--- src/rtl/bnn_pkg.sv ---
// Shared definitions for the BNN weight-load path: default weight table,
// neuron count and the weight streamer state encoding.
package bnn_pkg;

    localparam int NUM_NEURONS  = 12;
    localparam int NUM_DEFAULTS = 12;

    // Power-on weights of the BNN core, words 0..11
    localparam logic [7:0] DEFAULT_WEIGHTS [NUM_DEFAULTS] = '{
        8'hA0, 8'h41, 8'h7A, 8'h18, 8'hED, 8'hB7,
        8'h67, 8'h3A, 8'hF9, 8'h62, 8'hF7, 8'h0F
    };

    typedef enum logic [1:0] {
        IDLE = 2'd0,
        LO   = 2'd1,
        HI   = 2'd2,
        GAP  = 2'd3
    } stream_state_t;

    // Default weight for word i; words beyond the default table reset to zero
    function automatic logic [7:0] default_weight(input int unsigned i);
        logic [7:0] w;
        w = '0;
        for (int unsigned k = 0; k < NUM_DEFAULTS; k++) begin
            if (k == i) begin
                w = DEFAULT_WEIGHTS[k];
            end
        end
        return w;
    endfunction

endpackage

--- src/rtl/bnn_weight_table.sv ---
// Weight table for the streamer: reset-loaded register array, guarded write
// port with error pulse, and a combinational read port.
module bnn_weight_table
    import bnn_pkg::*;
#(
    parameter int NUM_NEURONS = bnn_pkg::NUM_NEURONS,
    parameter int IDX_W       = 4
) (
    input  logic             clk,
    input  logic             reset,
    input  logic             wr_en,
    input  logic [IDX_W-1:0] wr_addr,
    input  logic [7:0]       wr_data,
    input  logic             busy,
    input  logic [IDX_W-1:0] rd_addr,
    output logic [7:0]       rd_data,
    output logic             wr_err
);

    localparam logic [IDX_W:0] ADDR_LIMIT = (IDX_W + 1)'(NUM_NEURONS);

    logic [7:0] mem [NUM_NEURONS];
    logic       addr_ok;
    logic       wr_ok;

    assign addr_ok = ({1'b0, wr_addr} < ADDR_LIMIT);
    assign wr_ok   = wr_en && !busy && addr_ok;

    // A write accepted on the edge that starts a stream must reach the first
    // nibble, so the write data is forwarded onto the read port.
    assign rd_data = (wr_ok && (wr_addr == rd_addr)) ? wr_data : mem[rd_addr];

    // Table storage and write-error pulse
    always_ff @(posedge clk or posedge reset) begin
        if (reset) begin
            for (int unsigned i = 0; i < NUM_NEURONS; i++) begin
                mem[i] <= default_weight(i);
            end
            wr_err <= 1'b0;
        end else begin
            wr_err <= wr_en && !wr_ok;
            if (wr_ok) begin
                mem[wr_addr] <= wr_data;
            end
        end
    end

endmodule

--- src/rtl/bnn_weight_streamer.sv ---
// Host-side weight streamer: sends the weight table to the BNN core as
// low/high nibble strobes per neuron, with optional idle gaps between words.
module bnn_weight_streamer
    import bnn_pkg::*;
#(
    parameter int NUM_NEURONS = bnn_pkg::NUM_NEURONS,
    parameter int GAP_CYCLES  = 0,
    parameter int IDX_W       = 4
) (
    input  logic             clk,
    input  logic             reset,
    input  logic             wr_en,
    input  logic [IDX_W-1:0] wr_addr,
    input  logic [7:0]       wr_data,
    input  logic             start,
    input  logic             abort,
    input  logic             tgt_ena,
    output logic [3:0]       w_nibble,
    output logic             load_en,
    output logic [IDX_W-1:0] word_idx,
    output logic             busy,
    output logic             done,
    output logic             wr_err
);

    localparam int GAP_W = (GAP_CYCLES > 0) ? $clog2(GAP_CYCLES + 1) : 1;
    localparam logic [IDX_W-1:0] LAST_IDX = IDX_W'(NUM_NEURONS - 1);

    stream_state_t    state;
    logic [GAP_W-1:0] gap_cnt;
    logic [IDX_W-1:0] next_idx;
    logic [IDX_W-1:0] rd_addr;
    logic [7:0]       rd_data;
    logic             is_last;

    assign is_last  = (word_idx == LAST_IDX);
    assign next_idx = word_idx + 1'b1;

    // HI and GAP pre-fetch the next word so its low nibble is ready on the
    // transition into LO; the last word never advances past the table.
    assign rd_addr = ((state == HI || state == GAP) && !is_last) ? next_idx : word_idx;

    bnn_weight_table #(
        .NUM_NEURONS (NUM_NEURONS),
        .IDX_W       (IDX_W)
    ) u_table (
        .clk     (clk),
        .reset   (reset),
        .wr_en   (wr_en),
        .wr_addr (wr_addr),
        .wr_data (wr_data),
        .busy    (busy),
        .rd_addr (rd_addr),
        .rd_data (rd_data),
        .wr_err  (wr_err)
    );

    // Stream sequencing, gap counting and registered strobe outputs
    always_ff @(posedge clk or posedge reset) begin
        if (reset) begin
            state    <= IDLE;
            gap_cnt  <= '0;
            w_nibble <= '0;
            load_en  <= 1'b0;
            word_idx <= '0;
            busy     <= 1'b0;
            done     <= 1'b0;
        end else begin
            done <= 1'b0;
            if (abort && state != IDLE) begin
                state    <= IDLE;
                load_en  <= 1'b0;
                busy     <= 1'b0;
                word_idx <= '0;
                w_nibble <= '0;
            end else begin
                case (state)
                    IDLE: begin
                        if (start && !abort) begin
                            state    <= LO;
                            busy     <= 1'b1;
                            load_en  <= 1'b1;
                            word_idx <= '0;
                            w_nibble <= rd_data[3:0];
                        end
                    end
                    LO: begin
                        if (tgt_ena) begin
                            state    <= HI;
                            w_nibble <= rd_data[7:4];
                        end
                    end
                    HI: begin
                        if (tgt_ena) begin
                            if (is_last) begin
                                state    <= IDLE;
                                load_en  <= 1'b0;
                                busy     <= 1'b0;
                                done     <= 1'b1;
                                word_idx <= '0;
                                w_nibble <= '0;
                            end else if (GAP_CYCLES == 0) begin
                                state    <= LO;
                                word_idx <= next_idx;
                                w_nibble <= rd_data[3:0];
                            end else begin
                                state   <= GAP;
                                load_en <= 1'b0;
                                gap_cnt <= GAP_W'(GAP_CYCLES);
                            end
                        end
                    end
                    GAP: begin
                        if (gap_cnt == GAP_W'(1)) begin
                            state    <= LO;
                            load_en  <= 1'b1;
                            word_idx <= next_idx;
                            w_nibble <= rd_data[3:0];
                        end else begin
                            gap_cnt <= gap_cnt - GAP_W'(1);
                        end
                    end
                    default: state <= IDLE;
                endcase
            end
        end
    end

endmodule

--- config.mk ---
export PLATFORM = sky130hd
export DESIGN_NAME = bnn_weight_streamer
export DESIGN_NICKNAME = d
export VERILOG_FILES = /design/src/rtl/bnn_pkg.sv /design/src/rtl/bnn_weight_table.sv /design/src/rtl/bnn_weight_streamer.sv
export SDC_FILE = /design/constraint.sdc
export NUM_CORES = 1
export LEC_CHECK = 0
export CAP_MARGIN = 20
export CORE_MARGIN = 2
export CORE_UTILIZATION = 25
export CTS_CLUSTER_SIZE = 14
export DETAILED_ROUTE_END_ITERATION = 10
export RECOVER_POWER = 100
export SLEW_MARGIN = 20
export SYNTH_ARGS = -nofsm -noshare
export SYNTH_HDL_FRONTEND = slang
export SYNTH_SLANG_ARGS = --single-unit
--- constraint.sdc ---
create_clock -name clk -period 5.2 [get_ports clk]
set_clock_uncertainty 0.2 [all_clocks]
set_input_delay 1.3 -clock clk [delete_from_list [all_inputs] [get_ports clk]]
set_output_delay 1.3 -clock clk [all_outputs]
set_load 0.05 [all_outputs]
==> results.py <==
metrics = {
    "timing": {
        "fmax_ghz": 0.237,
        "max-slew-margin-rel_pct": -41.6,
        "rsz0062_at_grt": "false",
        "tns_ns": 0,
        "hold_viol_final": 0,
        "finalCritPeriodShare_pct": 81.2,
        "setup_viol": 0,
        "slew_viol_final": 71,
        "fin_crit_ns": 4.22,
        "worstMarginPinSlew_ns": 2.11,
    },
    "grt": {
        "grt_start_max_net_pins": 50,
        "grt_pass1_wl_um": 28200,
        "grt.total_usage_pct": 14.2,
        "antenna_found_initial": 0,
        "grt_pass1_vias": 4704,
        "overflow": 0,
    },
    "setup_path": {
        "crit_chain": "ha_1 > nor2_2 > o21ai_1 > mux2i_2 > a2111oi_2 > o22ai_1 > o31ai_2 > o311ai_2",
        "end_kind": "flop",
        "critical_path.top_delay_family": "compound AO/OA/AOI/OAI gates",
        "critPathKind": "flop to flop",
        "path_max_fanout": 20,
        "cpPeakStageDelay_ns": 1.30,
        "slowest_stage": "o21ai_1",
        "cp-start-kind": "flop",
        "crit_required_ns": 5.23,
        "critPathBufInv": 0,
        "cp.arrival_ns": 4.25,
    },
    "clocking": {
        "numCtsBuffers": 9,
        "clockRootBuffer": "clkbuf_16",
        "cts_sinks": 111,
        "htree_levels": 3,
        "hold_buffers": 0,
        "clk_pin_slew_ns": 0.07,
        "post_cts_resized": 0,
        "cts_buffer_depth": 2,
        "clock_latency_ns": 0.35,
        "cts_tree": "yes",
        "cts_setup_buffers": 0,
    },
    "die": {
        "ios": 30,
        "fp.dieH_um": 162,
        "start_util_pct": 25.5,
        "placeableCoreArea_um2": 24300,
        "core.rowCount": 57,
        "die_area_um2": 26100,
        "die_x_um": 162,
    },
    "pwr": {
        "peakVddDrop_v": 0.000227,
        "power.density_nw_per_um2": 542,
        "leakagePower_nw": 2.74,
    },
    "yosys": {
        "synth_edf_count": 0,
        "yosysWarnings": 0,
        "async_flop_share_pct": 100,
        "synth_seq_cells": 111,
        "syn-num-nets": 620,
        "ys_seq_area_share_pct": 45.8,
        "syn_area_per_cell_um2": 10.4,
        "dominantRegCellSynth": "dfrtp_1",
        "ys_types": 77,
        "synth_cells": 597,
        "syn_area_um2": 6210,
    },
    "placed_design": {
        "io_buffers": 29,
        "place.gp.congestion": 0.894,
        "place_area_um2": 6730,
        "place_hpwl_um": 12500,
    },
    "job": {
        "drv_cap": 2,
    },
    "final_layout": {
        "drive_gt1_share_pct": 27.0,
        "mostFrequentLayoutCell": "nand2_1",
        "area_growth_pct": 13.5,
        "n_antenna_cell": 0,
        "layout.cells.most_common_list": "nand2_1, mux2_2, dfrtp_1",
        "nNetsFinal": 625,
        "post-route-cell-area_um2": 7050,
    },
    "drt": {
        "ant_nets": 0,
        "routed_via_density": 5.19,
        "wl_per_cell_um": 19.2,
        "initialDrtViolationCount": 468,
        "firstDrtPassIters": 5,
        "routed_wl_um": 17900,
        "drc": 0,
        "vias": 4832,
    },
    "status": {
        "violations": "max-capacitance violations, max-slew violations",
        "status": "finished with violations",
    },
    "worst_hold_path": {
        "worstHoldPathType": "flop to flop",
    },
}
power by group:
group	switching, mW	leakage (nW)	internal [mW]
combinational	0.836	1.29	0.636
sequential	0.238	1.30	1.34
clock	0.333	0.159	0.439
total	1.41	2.74	2.41
cell families (layout without fill, tap and decap cells):
logic type	after synthesis	in the layout	synth area share [%]
flip-flops	111	111	45.8
buffers and inverters	54	64	4.39
adder cells (fa/ha/maj)	5	5	1.01
XOR/XNOR	5	5	0.827
multiplexers	81	81	14.4
AO/OA/AOI/OAI	182	182	20.7
AND/OR/NAND/NOR	159	159	12.8
sequential cells by signal, indices dropped and copies added, names as in the netlist:
signal          cells
state               2
load_en             1
u_table.mem        96
word_idx            4
busy                1
w_nibble            4
gap_cnt             1
done                1
u_table.wr_err      1
per-layer routing:
layer / up-vias / track usage, % / routed length, um
li1: 2224 / - / -
met1: 2408 / 19.5 / 8080
met2: 168 / 21.6 / 8010
met3: 32 / 4.03 / 1320
met4: 0 / 4.46 / 448
met5: - / 0 / 0
layout make-up:
class	instances	area (um2)
Fill cell	2516	17300
Multi-Input combinational cell	432	3090
Sequential cell	111	2840
Tap cell	324	405
Timing Repair Buffer	35	333
Clock buffer	10	239
Clock inverter	6	90.1
Inverter	13	50.0
worst reg2reg max path: stages, from the launching register on:
cell	delay, ns
dfrtp_1	0.40
ha_1	0.47
nor2_2	0.28
o21ai_1	1.30
mux2i_2	0.38
a2111oi_2	0.46
o22ai_1	0.17
o31ai_2	0.29
o311ai_2	0.14
cells in the mapped netlist, types with 4 or more instances:
master	instances	area (um2)
nand2_1	74	278
mux2_2	64	721
dfrtp_1	59	1480
o21ai_0	55	275
dfstp_2	52	1370
clkbuf_1	23	86.3
o22ai_1	22	138
mux2i_1	15	150
nor2_1	15	56.3
a21oi_1	12	60.1
inv_1	12	45.0
nor3_1	12	60.1
o221ai_1	12	105
nand2b_1	9	56.3
nor4_1	9	56.3
a211oi_1	8	60.1
buf_2	8	40.0
o21a_1	8	60.1
a21boi_0	7	52.6
a31oi_1	7	43.8
and3_1	7	43.8
buf_6	6	67.6
nor2b_1	6	37.5
ha_1	5	62.6
o21ai_1	5	25.0
a22oi_1	4	30.0
buf_4	4	30.0
nand3_1	4	20.0
stage by stage:
step / total power, mW / worst slack (ns) / utilization (%) / std cells / hold WS (ns)
floorplan: 2.67 / 0.855 / - / 597 / 0.219
global placement: 3.03 / 1.47 / 27.7 / 915 / 0.240
detailed placement: 3.06 / 1.40 / 27.7 / 915 / 0.237
CTS: 3.84 / 1.56 / 29.0 / 931 / 0.254
global route: 4.07 / 0.745 / 29.0 / 931 / 0.264
finish: 3.82 / 0.980 / 29.0 / 931 / 0.255
path summary, 6_finish.rpt:
check | start | endpoint | slack, ns | depth (start not counted)
setup / recovery | state[0] | w_nibble[2] | 0.98 | 8
setup reg to reg | state[0] | w_nibble[2] | 0.98 | 8
min in group asynchronous | reset | u_table.mem[81] | 1.76 | 2
hold reg to reg | gap_cnt | gap_cnt | 0.25 | 1
max in group asynchronous | reset | w_nibble[3] | 1.26 | 3
hold / removal | gap_cnt | gap_cnt | 0.25 | 1
Power figures use the tool's default switching activity.
